### config.mk
export PLATFORM = sky130hd
export DESIGN_NAME = product_accumulator
export DESIGN_NICKNAME = d
export VERILOG_FILES = /design/src/rtl/product_accumulator_pkg.sv /design/src/rtl/product_accumulator.sv
export SDC_FILE = /design/constraint.sdc
export NUM_CORES = 1
export LEC_CHECK = 0
export ABC_AREA = 1
export BUFFER_PORTS_ARGS = -buffer_cell sky130_fd_sc_hd__buf_2
export CORE_ASPECT_RATIO = 1.4
export CORE_MARGIN = 2
export CORE_UTILIZATION = 45
export DETAILED_ROUTE_END_ITERATION = 10
export SLEW_MARGIN = 0
export SYNTH_ARGS = -nofsm -noshare
export SYNTH_HDL_FRONTEND = slang
export SYNTH_SLANG_ARGS = --single-unit
### constraint.sdc
create_clock -name clk -period 3.5 [get_ports clk]
set_clock_uncertainty 0.15 [all_clocks]
set_input_delay 0.175 -clock clk [delete_from_list [all_inputs] [get_ports clk]]
set_output_delay 0.175 -clock clk [all_outputs]
set_load 0.02 [all_outputs]
### src/rtl/product_accumulator_pkg.sv
// Shared types and the saturating-add helper for the product accumulator.
// The counter is sized for the largest legal run length.
package product_accumulator_pkg;

  typedef enum logic {
    ACCUM = 1'b0,
    DONE  = 1'b1
  } state_t;

  localparam int MAX_COUNT = 256;
  localparam int CNT_WIDTH = $clog2(MAX_COUNT);
  localparam int SAT_WIDTH = 32;

  typedef struct packed {
    logic                 sat;
    logic [SAT_WIDTH-1:0] value;
  } sat_t;

  // Unsigned add clamped to 2^acc_width-1; sat flags that the clamp engaged.
  function automatic sat_t sat_add(input logic [SAT_WIDTH-1:0] acc,
                                   input logic [SAT_WIDTH-1:0] prod,
                                   input int                   acc_width);
    logic [SAT_WIDTH:0] total;
    logic [SAT_WIDTH:0] limit;
    sat_t               r;
    total = {1'b0, acc} + {1'b0, prod};
    limit = ((SAT_WIDTH+1)'(1) << acc_width) - (SAT_WIDTH+1)'(1);
    if (total > limit) begin
      r.sat   = 1'b1;
      r.value = limit[SAT_WIDTH-1:0];
    end else begin
      r.sat   = 1'b0;
      r.value = total[SAT_WIDTH-1:0];
    end
    return r;
  endfunction

endpackage

### src/rtl/product_accumulator.sv
// Sums a fixed-length run of multiplier products into a saturating accumulator
// and hands the total downstream over a valid/ready port.
module product_accumulator
  import product_accumulator_pkg::*;
#(
  parameter int PROD_WIDTH = 8,
  parameter int COUNT      = 4,
  parameter int ACC_WIDTH  = 10
) (
  input  logic                  clk,
  input  logic                  rst,
  input  logic                  clear,
  input  logic                  in_valid,
  output logic                  in_ready,
  input  logic [PROD_WIDTH-1:0] product,
  output logic                  out_valid,
  input  logic                  out_ready,
  output logic [ACC_WIDTH-1:0]  sum,
  output logic                  overflow
);

  localparam logic [CNT_WIDTH-1:0] LAST = CNT_WIDTH'(COUNT - 1);

  state_t                 state_reg;
  state_t                 state_next;
  logic [ACC_WIDTH-1:0]   acc_reg;
  logic [CNT_WIDTH-1:0]   count_reg;
  logic                   sticky_reg;
  logic [ACC_WIDTH-1:0]   sum_reg;
  logic                   overflow_reg;

  sat_t                   add_res;
  logic [ACC_WIDTH-1:0]   add_value;
  logic                   unused_add_hi;
  logic                   accept;
  logic                   last_accept;

  assign add_res       = sat_add(SAT_WIDTH'(acc_reg), SAT_WIDTH'(product), ACC_WIDTH);
  assign add_value     = add_res.value[ACC_WIDTH-1:0];
  assign unused_add_hi = ^add_res.value[SAT_WIDTH-1:ACC_WIDTH];

  // A product presented alongside clear is dropped even though in_ready is high.
  assign accept      = in_valid & in_ready & ~clear;
  assign last_accept = accept & (count_reg == LAST);

  always_ff @(posedge clk or posedge rst) begin
    if (rst) begin
      state_reg <= ACCUM;
    end else begin
      state_reg <= state_next;
    end
  end

  always_comb begin
    state_next = state_reg;
    if (clear) begin
      state_next = ACCUM;
    end else begin
      case (state_reg)
        ACCUM:   if (last_accept) state_next = DONE;
        DONE:    if (out_ready)   state_next = ACCUM;
        default: state_next = ACCUM;
      endcase
    end
  end

  always_comb begin
    in_ready  = (state_reg == ACCUM);
    out_valid = (state_reg == DONE);
  end

  always_ff @(posedge clk or posedge rst) begin
    if (rst) begin
      acc_reg      <= '0;
      count_reg    <= '0;
      sticky_reg   <= 1'b0;
      sum_reg      <= '0;
      overflow_reg <= 1'b0;
    end else if (clear) begin
      acc_reg      <= '0;
      count_reg    <= '0;
      sticky_reg   <= 1'b0;
      overflow_reg <= 1'b0;
    end else if (accept) begin
      if (last_accept) begin
        sum_reg      <= add_value;
        overflow_reg <= sticky_reg | add_res.sat;
        acc_reg      <= '0;
        count_reg    <= '0;
      end else begin
        acc_reg    <= add_value;
        count_reg  <= count_reg + 1'b1;
        sticky_reg <= sticky_reg | add_res.sat;
      end
    end else if (out_valid && out_ready) begin
      sticky_reg <= 1'b0;
    end
  end

  assign sum      = sum_reg;
  assign overflow = overflow_reg;

endmodule

# Yosys cells after proc, flatten, opt, wreduce, memory -nomap -nowiden
# Cells that the tools add are included.
classes:
  n_addsub: 2
  order_cmp: 1
  eq_ne: 2
  muxes: 18
  n_bitwise: 6
  n_reduce_logical: 7
ops:
  columns: ["cell", "n"]
  rows:
  - ["33-bit 2-to-1 mux", 1]
  - ["10-bit 2-to-1 mux", 3]
  - ["8-bit 2-to-1 mux", 3]
  - ["10-bit by 8-bit adder with 11-bit output", 1]
  - ["11-bit by 10-bit > comparator with 1-bit output, second input constant", 1]
  - ["1-bit 2-to-1 mux", 10]
  - ["8-bit by 1-bit adder with 8-bit output, second input constant", 1]
  - ["8-bit by 2-bit == test with 1-bit output, second input constant", 1]
  - ["2-bit AND reduction", 2]
  - ["2-bit nonzero test", 2]
  - ["1-bit bitwise AND", 3]
  - ["3-bit != test, second input constant", 1]
  - ["3-bit AND reduction", 1]
  - ["3-bit nonzero test", 1]
  - ["1-bit inverter", 2]
  - ["1-bit one-hot mux with 2 select lines", 1]
  - ["1-bit logical AND", 1]
  - ["1-bit bitwise OR", 1]
totals:
  reg_bits: 31
  input_bits: 13
  out_inout_bits: 13
  word_cells: 42

# Logic depth before layout (Yosys ltp)
logic_depth:
  ltp_word: 7
  ltp_mapped: 12

# Worst setup path after synthesis
# OpenSTA, ideal clock, no wires.
synth_timing:
  path_kind: "reg2reg"
  from: "register acc_reg[0]"
  to: "register sum_reg[8], in the netlist sum[8]"
  setup_ps: 118
  t_arrival_ps: 1521
  t_required_ps: 3232
  setup_slack_ps: 1712
  stages_incl_launch_ff: 12
  period_less_slack_ps: 1788
  cell_sequence: "dfrtp_1 > ha_1 > inv_1 > fa_1 > inv_1 > nand3_1 > nand2_1 > nand2_1 > nand2_1 > nand3b_1 > nand3b_1 > nand2_1"
synth_via:
  elab_chain_len: 3
synth_rtl:
  columns: ["element", "line_no", "source"]
  rows:
  - ["start: declaration", "product_accumulator.sv:26", "logic [ACC_WIDTH-1:0] acc_reg;"]
  - ["start signal: assignment", "product_accumulator.sv:91", "acc_reg <= add_value;"]
  - ["10-bit by 8-bit adder with 11-bit output *", "product_accumulator_pkg.sv:26", "total = {1'b0, acc} + {1'b0, prod};"]
  - ["11-bit by 10-bit > comparator with 1-bit output", "product_accumulator_pkg.sv:28", "if (total > limit) begin"]
  - ["33-bit 2-to-1 mux *", "product_accumulator_pkg.sv:28", null]
  - ["end signal: assignment", "product_accumulator.sv:86", "sum_reg <= add_value;"]
  - ["end: declaration", "product_accumulator.sv:29", "logic [ACC_WIDTH-1:0] sum_reg;"]
# Every way passes the cells marked *; elsewhere a longest branch is shown, timed or not.
# A chain may end at the register's enable or synchronous reset.

# Worst setup path after layout
# Same ends and word-level chain as after synthesis.

==> results.yml <==
clock_tree:
  post_cts_buffers: 0
  cts.sink_count: 31
  cts_tree: "done"
  cts_htree_levels: 2
  cts_buffer_depth: 2
  worstSkewPairLatency_ns: 0.28
  path_clk_slew_ns: 0.07
  holdBufCountCts: 3
  numCtsBuffers: 5
  cts_resized: 0
  root_buffer: "clkbuf_8"
timing:
  relSlewSlack_pct: 73.8
  grt_setup_unrepaired: "no"
  period_minus_slack_ns: 2.04
  finalSetupViolCount: 0
  setup_slack_ns: 1.46
  max_clock_freq_mhz: 490
  tightest_slew_ns: 0.392
  tns_ns: 0
  maxSlewViolCount: 0
  final_hold_viol_count: 0
  fin_crit_sh_pct: 58.3
  fin_hold_ws_ns: 0.165
global_route:
  grt.total_usage_pct: 21.9
  grt_pass1_vias: 1804
  overflow: 0
  grt_antenna_before_repair: 0
  grt_pass1_wl_mm: 8.00
  grt_max_degree: 32
place:
  dpl_cell_area_sq_um: 2180
  io_buffers: 25
  gp_congestion: 0.791
  dpl.hpwl_mm: 3.56
  dp.cells: 365
  dpl_worst_slack_ns: 1.50
routing:
  drtIter0Drc: 44
  vias: 1813
  wl_mm: 4.53
  vias_per_cell: 4.82
  drc: 0
  ant_nets: 0
  first_pass_iters: 4
  wl_per_cell_microns: 12.0
setup_path:
  crit_path_start_kind: "flip-flop"
  rr_worst_depth: 11
  crit_type: "reg2reg"
  critPathRequiredTime_ns: 3.52
  cp-end-kind: "flip-flop"
  arrival_ns: 2.06
  worstPathMaxFanout: 3
  r2r_end: "sum[8]"
  r2r-start: "acc_reg[0]"
  r2r_slack_ns: 1.46
final_layout:
  final_cell_mix: "nand2_1 (118), inv_1 (35), dfrtp_1 (31), buf_2 (25), nor2_1 (18)"
  stdcell_count: 376
  syn_to_final_growth_pct: 16.1
  n_antenna_cell: 0
  utilization_pct: 54.5
  design_area_sq_um: 2310
  final_common_cell: "nand2_1"
  nets: 338
  drive_above_1_share_pct: 15.2
run_status:
  status: "finished, final reports clean"
worst_hold_path:
  min_path_cells: 4
  whs_endpoint: "acc_reg[0]"
  hp-class: "in2reg"
  hp-start: "product[0]"
pwr:
  seqPwrFrac_pct: 42.9
  p_clk_share_pct: 31.9
  switching_share_pct: 32.0
  irDropWorstVdd_v: 0.000288
  p_int_uw: 659
  power_switching_uw: 309
  powerDensity_nw_per_um2: 419
  leakagePower_nw: 1.31
  power_uw: 968
  combPwrFrac_pct: 25.2
logic_synthesis:
  synth_cells: 282
  ys_types: 30
  yosysWarnings: 0
  synth.avg_cell_area_sq_um: 7.06
  synth.ff_latch_count: 31
  synthesis.nets: 305
  yosysSeqAreaShare_pct: 38.9
  syn_area_sq_um: 1990
floorplanning:
  rows: 28
  core_area_sq_um: 4240
  ioPinCount: 26
  start_util_pct: 47.0
  die_h_microns: 82.7
  fp.dieW_microns: 60.2
  die_area_sq_um: 4980
job:
  drv_cap: 0
worst max-delay path by stage:
stage | endpoint | from
6_report | sum[8] | acc_reg[0]
5_1_grt | sum[8] | acc_reg[0]
4_1_cts | sum[8] | acc_reg[0]
3_5_place_dp | sum[8] | acc_reg[0]
3_3_place_gp | sum[8] | acc_reg[0]
2_1_floorplan | sum[8] | acc_reg[0]
power groups by stage:
stage	combinational, mW	sequential (mW)	clock (mW)
after floorplan	0.151	0.441	0
after global placement	0.245	0.420	0
after detailed placement	0.245	0.421	0
after CTS	0.248	0.415	0.316
after global routing	0.284	0.419	0.329
final	0.244	0.415	0.309
critical path: stages (launching register included):
cell      delay (ns)
dfrtp_1         0.35
ha_1            0.19
inv_1           0.06
fa_1            0.40
inv_1           0.12
nand3_1         0.09
nand2_1         0.11
nand2_1         0.08
nand2_1         0.08
nand3b_1        0.11
nand3b_1        0.11
nand2_1         0.06
cell usage after synthesis:
library cell / count / area, sq um
a211oi_1: 1 / 7.51
a21boi_0: 1 / 7.51
a21oi_1: 5 / 25.0
and3_1: 1 / 6.26
buf_2: 2 / 10.0
buf_4: 1 / 7.51
clkinv_2: 1 / 5.00
dfrtp_1: 31 / 776
fa_1: 1 / 20.0
ha_1: 9 / 113
inv_1: 35 / 131
inv_2: 3 / 11.3
nand2_1: 118 / 443
nand2_2: 2 / 12.5
nand3_1: 15 / 75.1
nand3_2: 2 / 20.0
nand3_4: 1 / 17.5
nand3b_1: 6 / 45.0
nand4_1: 5 / 31.3
nor2_1: 18 / 67.6
nor2_2: 2 / 12.5
nor2_4: 1 / 11.3
nor3_1: 3 / 15.0
nor3_2: 1 / 10.0
nor3_4: 1 / 16.3
nor3b_1: 1 / 7.51
o21ai_0: 11 / 55.1
or2_2: 1 / 6.26
xnor2_1: 1 / 8.76
xor2_1: 2 / 17.5
per-layer routing:
layer / vias up / global-route usage, % / routed length (microns)
li1: 950 / - / -
met1: 828 / 24.4 / 1910
met2: 28 / 40.1 / 2430
met3: 7 / 3.89 / 95
met4: 0 / 8.44 / 91
met5: - / 0 / 0
cells by family after synthesis:
logic type               after synthesis  share of synthesized area (%)
buffers and inverters                 42                           8.29
XOR/XNOR                               3                           1.32
AND/OR/NAND/NOR                      178                           40.0
adder cells (fa/ha/maj)               10                           6.66
AO/OA/AOI/OAI                         18                           4.77
flip-flops                            31                           38.9
layout make-up:
cell class / instances / area (sq um)
fill: 452 / 1930
clock buffer: 8 / 100
multi-input combinational: 209 / 1050
timing repair buffer: 29 / 163
inverter: 39 / 148
tap: 60 / 75.1
sequential: 31 / 776
Power figures use the tool's default switching activity.
